--- src/rtl/pulse_burst_tx.sv ---
// Burst pulse transmitter: emits count_in single-cycle strobes separated by gap_in idle cycles.
// Optional feature macro: PULSE_BURST_TX_ABORT_EN adds an `abort` input that cuts a burst short.
module pulse_burst_tx #(
    parameter int CNT_W = 3,
    parameter int GAP_W = 4
) (
    input  logic             clk,
    input  logic             rst_n,
    input  logic             start,
    input  logic [CNT_W-1:0] count_in,
    input  logic [GAP_W-1:0] gap_in,
`ifdef PULSE_BURST_TX_ABORT_EN
    input  logic             abort,
`endif
    output logic             pulse,
    output logic             busy,
    output logic             done,
    output logic [CNT_W-1:0] remaining
);

    typedef enum logic [1:0] {IDLE, PULSE, GAP, DONE} state_t;

    state_t           state;
    logic [GAP_W-1:0] gap_reg;
    logic [GAP_W-1:0] gap_cnt;
    logic             abort_req;

`ifdef PULSE_BURST_TX_ABORT_EN
    assign abort_req = abort;
`else
    assign abort_req = 1'b0;
`endif

    // Outputs are set from the state being entered, so they line up with that state's cycle.
    always_ff @(posedge clk or negedge rst_n) begin
        if (!rst_n) begin
            state     <= IDLE;
            pulse     <= 1'b0;
            busy      <= 1'b0;
            done      <= 1'b0;
            remaining <= '0;
            gap_reg   <= '0;
            gap_cnt   <= '0;
        end else begin
            pulse <= 1'b0;
            done  <= 1'b0;
            case (state)
                IDLE: begin
                    if (start) begin
                        remaining <= count_in;
                        gap_reg   <= gap_in;
                        busy      <= 1'b1;
                        if (count_in != '0) begin
                            state <= PULSE;
                            pulse <= 1'b1;
                        end else begin
                            state <= DONE;
                            done  <= 1'b1;
                        end
                    end
                end
                PULSE: begin
                    if (remaining != '0)
                        remaining <= remaining - CNT_W'(1);
                    if (abort_req) begin
                        remaining <= '0;
                        state     <= DONE;
                        done      <= 1'b1;
                    end else if (remaining <= CNT_W'(1)) begin
                        state <= DONE;
                        done  <= 1'b1;
                    end else if (gap_reg == '0) begin
                        pulse <= 1'b1;
                    end else begin
                        state   <= GAP;
                        gap_cnt <= gap_reg;
                    end
                end
                GAP: begin
                    if (abort_req) begin
                        remaining <= '0;
                        gap_cnt   <= '0;
                        state     <= DONE;
                        done      <= 1'b1;
                    end else if (gap_cnt <= GAP_W'(1)) begin
                        gap_cnt <= '0;
                        state   <= PULSE;
                        pulse   <= 1'b1;
                    end else begin
                        gap_cnt <= gap_cnt - GAP_W'(1);
                    end
                end
                DONE: begin
                    state <= IDLE;
                    busy  <= 1'b0;
                end
                default: begin
                    state <= IDLE;
                    busy  <= 1'b0;
                end
            endcase
        end
    end

endmodule

--- config.mk ---
export PLATFORM = sky130hd
export DESIGN_NAME = pulse_burst_tx
export DESIGN_NICKNAME = d
export VERILOG_FILES = /design/src/rtl/pulse_burst_tx.sv
export SDC_FILE = /design/constraint.sdc
export NUM_CORES = 1
export LEC_CHECK = 0
export BUFFER_PORTS_ARGS = -buffer_cell sky130_fd_sc_hd__buf_2
export CELL_PAD_IN_SITES_DETAIL_PLACEMENT = 0
export CELL_PAD_IN_SITES_GLOBAL_PLACEMENT = 2
export CORE_UTILIZATION = 37
export CTS_BUF_LIST = sky130_fd_sc_hd__clkbuf_16
export CTS_CLUSTER_SIZE = 8
export DETAILED_ROUTE_END_ITERATION = 10
export GPL_TIMING_DRIVEN = 0
export HOLD_SLACK_MARGIN = 0.02
export PLACE_DENSITY_LB_ADDON = 0.3
export REMOVE_ABC_BUFFERS = 1
export SYNTH_ARGS = -nofsm -noshare
export SYNTH_HDL_FRONTEND = slang
export SYNTH_SLANG_ARGS = --single-unit
--- constraint.sdc ---
create_clock -name clk -period 3.3 [get_ports clk]
set_input_delay 0.165 -clock clk [delete_from_list [all_inputs] [get_ports clk]]
set_output_delay 0.165 -clock clk [all_outputs]
set_load 0.01 [all_outputs]
# Word level (Yosys, flattened, before mapping)

Index checks and enable logic that the tools add are counted.

Equal/unequal tests: 9
Multiplexer cells: 25
Reduce and logical (&&, ||, !) cells: 12
Add/subtract/negate cells: 2
Order comparisons: 2

Operators with widths:

| kind                                                                   | count |
|---|---|
| 4-bit 2-to-1 mux                                                       | 3 |
| 2-bit 2-to-1 mux                                                       | 5 |
| 2-bit inequality test (second input constant)                          | 5 |
| 1-bit 2-to-1 mux                                                       | 9 |
| 3-bit AND reduction                                                    | 3 |
| 2-bit case mux with 4 select lines                                     | 1 |
| 4-bit case mux with 2 select lines                                     | 1 |
| 3-bit 2-to-1 mux                                                       | 2 |
| 3-bit case mux with 2 select lines                                     | 1 |
| 2-bit nonzero test                                                     | 3 |
| 3-bit nonzero test                                                     | 2 |
| 2-bit equality test (second input constant)                            | 2 |
| 4-bit by 1-bit <= comparator with 1-bit output (second input constant) | 1 |
| 4-bit zero test                                                        | 1 |
| 1-bit case mux with 2 select lines                                     | 2 |
| 2-bit AND reduction                                                    | 2 |
| 4-bit by 1-bit subtractor with 4-bit output (second input constant)    | 1 |
| 3-bit by 1-bit <= comparator with 1-bit output (second input constant) | 1 |
| 3-bit inequality test (second input constant)                          | 1 |
| 1-bit case mux with 3 select lines                                     | 1 |
| 3-bit by 1-bit subtractor with 3-bit output (second input constant)    | 1 |
| 2-bit by 1-bit equality test with 1-bit output (second input constant) | 1 |
| 2-bit zero test                                                        | 1 |

Bits of input ports: 10
Word-level logic and storage cells: 57
Register bits after elaboration: 16
Output and inout bits: 6

# Depth between registers and ports, before layout

Depth in word-level cells: 4
Mapped depth: 6
Gate-level depth less buffers: 6

# Least setup slack after synthesis

No wires, ideal clock.

Path type: register -> register
Start: register remaining[0]
End: register remaining[0]
Arrival: 1.426 ns
Buffers on the path: 0
Required time: 3.172 ns
Period minus slack after synthesis: 1.554 ns
Slack: 1.746 ns
Stages on the path, launching flop included: 7
Setup time: 0.128 ns
Cell sequence: dfrtp_1 inv_1 ha_1 ha_1 or3b_1 nand3_1 a22oi_1

Longest elaborated chain between the ends: 3
Elaborated cells on any way between the ends: 6
Classes of those cells: add/sub (1); eq/ne (1); mux (2); reduce/logical (2)

Ends and longest elaborated chain:

| element                                                                           | line   | RTL |
|---|---|---|
| start: declaration                                                                | 18     | `output logic [CNT_W-1:0] remaining` |
| start signal: assignment                                                          | 50     | `remaining <= count_in;` |
| start signal: assignment                                                          | 64     | `remaining <= remaining - CNT_W'(1);` |
| 3-bit by 1-bit subtractor with 3-bit output or 3-bit nonzero test (tied branches) | 64, 63 |  |
| 3-bit 2-to-1 mux or 2-bit inequality test (tied branches)                         | --     |  |
| 3-bit case mux with 2 select lines or 3-bit AND reduction (tied branches)         | --     |  |

Parallel ways exist; a longest one is shown, timed or not. The select of a mux whose other input is x is not followed.
A chain may end at the register's enable or synchronous reset.

# Worst setup path after layout

Start: register state[1]
End: register gap_reg[2]

Longest elaborated chain between the ends: 2

Ends and longest elaborated chain:

| element                              | line | RTL |
|---|---|---|
| start: declaration                   | 23   | `state_t state;` |
| start signal: assignment             | 37   | `state <= IDLE;` |
| start signal: assignment             | 54   | `state <= PULSE;` |
| start signal: assignment             | 57   | `state <= DONE;` |
| 2-bit zero test                      | 47   | `case (state)` |
| 2-bit AND reduction (no source line) | --   |  |
| end signal: assignment               | 51   | `gap_reg <= gap_in;` |
| end: declaration                     | 24   | `logic [GAP_W-1:0] gap_reg;` |

No other way between the ends.

==> results.tsv <==
stage	metric	value	unit
clocking	insertion_delay	0.24	ns
setup_path	crit_required	3.43	ns
pwr	power.switching	0.489	mW
pwr	swShare	40.9	%
sta	setup_violations	0	
floorplan	initial_utilization	39.9	%
place	placed_area	1100	um^2
logic_synthesis	synth_seq_cells	16	
pwr	power_frac_clock	19.5	%
pwr	total_power	1.20	mW
sta	holdWs	0.120	ns
final_layout	final_common_cell	dfrtp_1	
hold_path	min_path_type	primary input to flop	
sta	fin_tns_setup	0	ns
sta	finalCritPeriodShare	55.2	%
sta	fin_crit	1.82	ns
sta	drv_slew	0	
setup_path	startpoint_type	flop	
final_layout	stdcell_area	1190	um^2
final_layout	fill_cells	269	
final_layout	final_cell_mix	dfrtp_1, buf_2, inv_1, nand2_1	
place	place_hpwl	1.51	mm
detailed_routing	routed_via_density	5.27	
clocking	clk_pin_slew	0.05	ns
place	place_inst	143	
logic_synthesis	yosys_warnings	0	
clocking	tritoncts	built	
clocking	clock_path_buffers	2	
global_route	grt_pass1_wl	3.26	mm
pwr	p_leak	0.540	nW
job	drv_cap	0	
floorplan	die_w	54.4	um
floorplan	die_h	54.4	um
detailed_routing	drt_wl_total	2.01	mm
global_route	grt_start_max_net_pins	17	
pwr	power_density	1010	nW/um^2
detailed_routing	drt-wirelength-per-cell	13.6	um
detailed_routing	route.vias.total	780	
final_layout	seq_area	400	um^2
setup_path	setup.worst_path.class	flop to flop	
detailed_routing	drt_iter0_drc	21	
floorplan	dieArea	2960	um^2
sta	relSlewSlack	43.6	%
sta	rsz0062_at_grt	false	
setup_path	cp-end-kind	flop	
logic_synthesis	ys_types	36	
floorplan	ioPinCount	16	
clocking	clock_sinks	16	
final_layout	areaGrowthSynthToFinish	17.3	%
global_route	overflow	0	
sta	final_hold_viol_count	0	
detailed_routing	drc	0	
status	status	complete, no violations	
floorplan	core_region_area	2540	um^2
pwr	power_frac_seq	35.3	%
final_layout	nNetsFinal	134	
final_layout	antenna_cells	0	
global_route	grtUsageTotal	16.3	%
sta	max_freq	0.549	GHz
place	globalplace.congestion	0.724	
detailed_routing	drt-pass1-iter-count	4	
final_layout	stdcell_count	148	
floorplan	rows	18	
clocking	cts_made_buffers	3	
pwr	ir_drop	0.000488	V
pwr	comb_power_share	45.1	%
detailed_routing	ant_nets	0	
place	port_buffers	15	
final_layout	drive_gt1_share	25.4	%
final_layout	multi_input_area	536	um^2
logic_synthesis	yosysSeqAreaShare	39.5	%
sta	tightest_slew	0.842	ns
clocking	h-tree-depth	1	
setup_path	crit_fanout	13	
logic_synthesis	syn_area_per_cell	10.0	um^2
pwr	intPower	0.708	mW
logic_synthesis	syn_area	1010	um^2
setup_path	arrival	1.95	ns
global_route	antenna_found_initial	0	
clocking	cts_root_buf	clkbuf_16	
global_route	grt_pass1_vias	678	
sta	skew	0.00113	ns
clocking	post_cts_buffers	0	
logic_synthesis	syn_inst	101	
final timing paths:
path	start	endpoint	slack, ns	cells after the start
max	state[1]	gap_reg[2]	1.48	2
min reg2reg	busy	busy	0.55	2
min in group asynchronous	rst_n	gap_cnt[3]	0.37	2
min	gap_in[1]	gap_reg[1]	0.12	3
max in group asynchronous	rst_n	gap_reg[1]	2.66	2
max reg2reg	state[1]	gap_reg[2]	1.48	2
cell families (layout without fill, tap and decap cells):
group | count (synthesis) | after routing | synth area share [%]
and+or+nand+nor | 31 | 31 | 20.0
AOI/OAI and AO/OA | 30 | 30 | 24.4
adders and majority gates | 5 | 5 | 6.17
muxes | 2 | 2 | 2.22
DFF | 16 | 16 | 39.5
buffers and inverters | 17 | 34 | 7.77
routing by layer:
metal | up-vias | share of wire [%] | global-route usage (%)
met5 | - | 0 | 0
met4 | 0 | 0.84 | 7.69
met2 | 15 | 46 | 23.4
li1 | 398 | - | -
met3 | 2 | 3.6 | 4.17
met1 | 365 | 50 | 22.4
synth_stat cells:
library cell | n | area (um^2)
dfrtp_1 | 16 | 400
inv_1 | 14 | 52.6
nand2_1 | 7 | 26.3
ha_1 | 5 | 62.6
nand2b_1 | 5 | 31.3
nor2_1 | 4 | 15.0
o211ai_1 | 4 | 30.0
o21ai_0 | 4 | 20.0
nor3_1 | 3 | 15.0
o221ai_1 | 3 | 26.3
a21oi_1 | 2 | 10.0
a221oi_2 | 2 | 30.0
a32oi_1 | 2 | 17.5
and2b_1 | 2 | 15.0
buf_4 | 2 | 15.0
mux2_2 | 2 | 22.5
nand3_1 | 2 | 10.0
o21ba_2 | 2 | 20.0
o21bai_1 | 2 | 15.0
o22ai_1 | 2 | 12.5
a211o_1 | 1 | 8.76
a211oi_2 | 1 | 12.5
a22oi_1 | 1 | 7.51
and2_1 | 1 | 6.26
buf_6 | 1 | 11.3
nor2b_2 | 1 | 8.76
nor3b_1 | 1 | 7.51
nor3b_2 | 1 | 12.5
nor3b_4 | 1 | 18.8
nor4_4 | 1 | 21.3
o2111ai_1 | 1 | 8.76
o21ai_1 | 1 | 5.00
o311ai_2 | 1 | 16.3
o31ai_1 | 1 | 7.51
or2_1 | 1 | 6.26
or3b_1 | 1 | 8.76
metrics by stage:
stage | utilization, % | worst slack [ns]
floorplan | - | 1.73
global placement | 43.3 | 1.50
detailed placement | 43.3 | 1.47
CTS | 46.8 | 1.47
global route | 46.8 | 1.37
finish | 46.8 | 1.48
power by group through the flow:
stage	Sequential, mW	Clock, mW	Combinational, mW
floorplan	0.411	0	0.412
global placement	0.421	0	0.534
detailed placement	0.425	0	0.543
CTS	0.423	0.240	0.548
global route	0.447	0.250	0.609
finish	0.423	0.234	0.541
layout make-up:
type / count / area share (%)
Multi-Input combinational cell: 68 / 45.0
Inverter: 14 / 4.42
Timing Repair Buffer: 16 / 7.15
Clock inverter: 1 / 0.315
Tap cell: 30 / 3.15
Clock buffer: 3 / 6.31
Sequential cell: 16 / 33.6
worst max-delay path, cell delays in order (launching register included):
cell and delay (ns):
dfrtp_1 0.54, nor3b_2 0.75, mux2_2 0.41
repair_timing:
item,CTS,global route
hold buffers,1,0
gates resized for setup,0,0
endpoints found under the hold margin,16,0
Note: power is estimated with default switching activity, not from simulation.
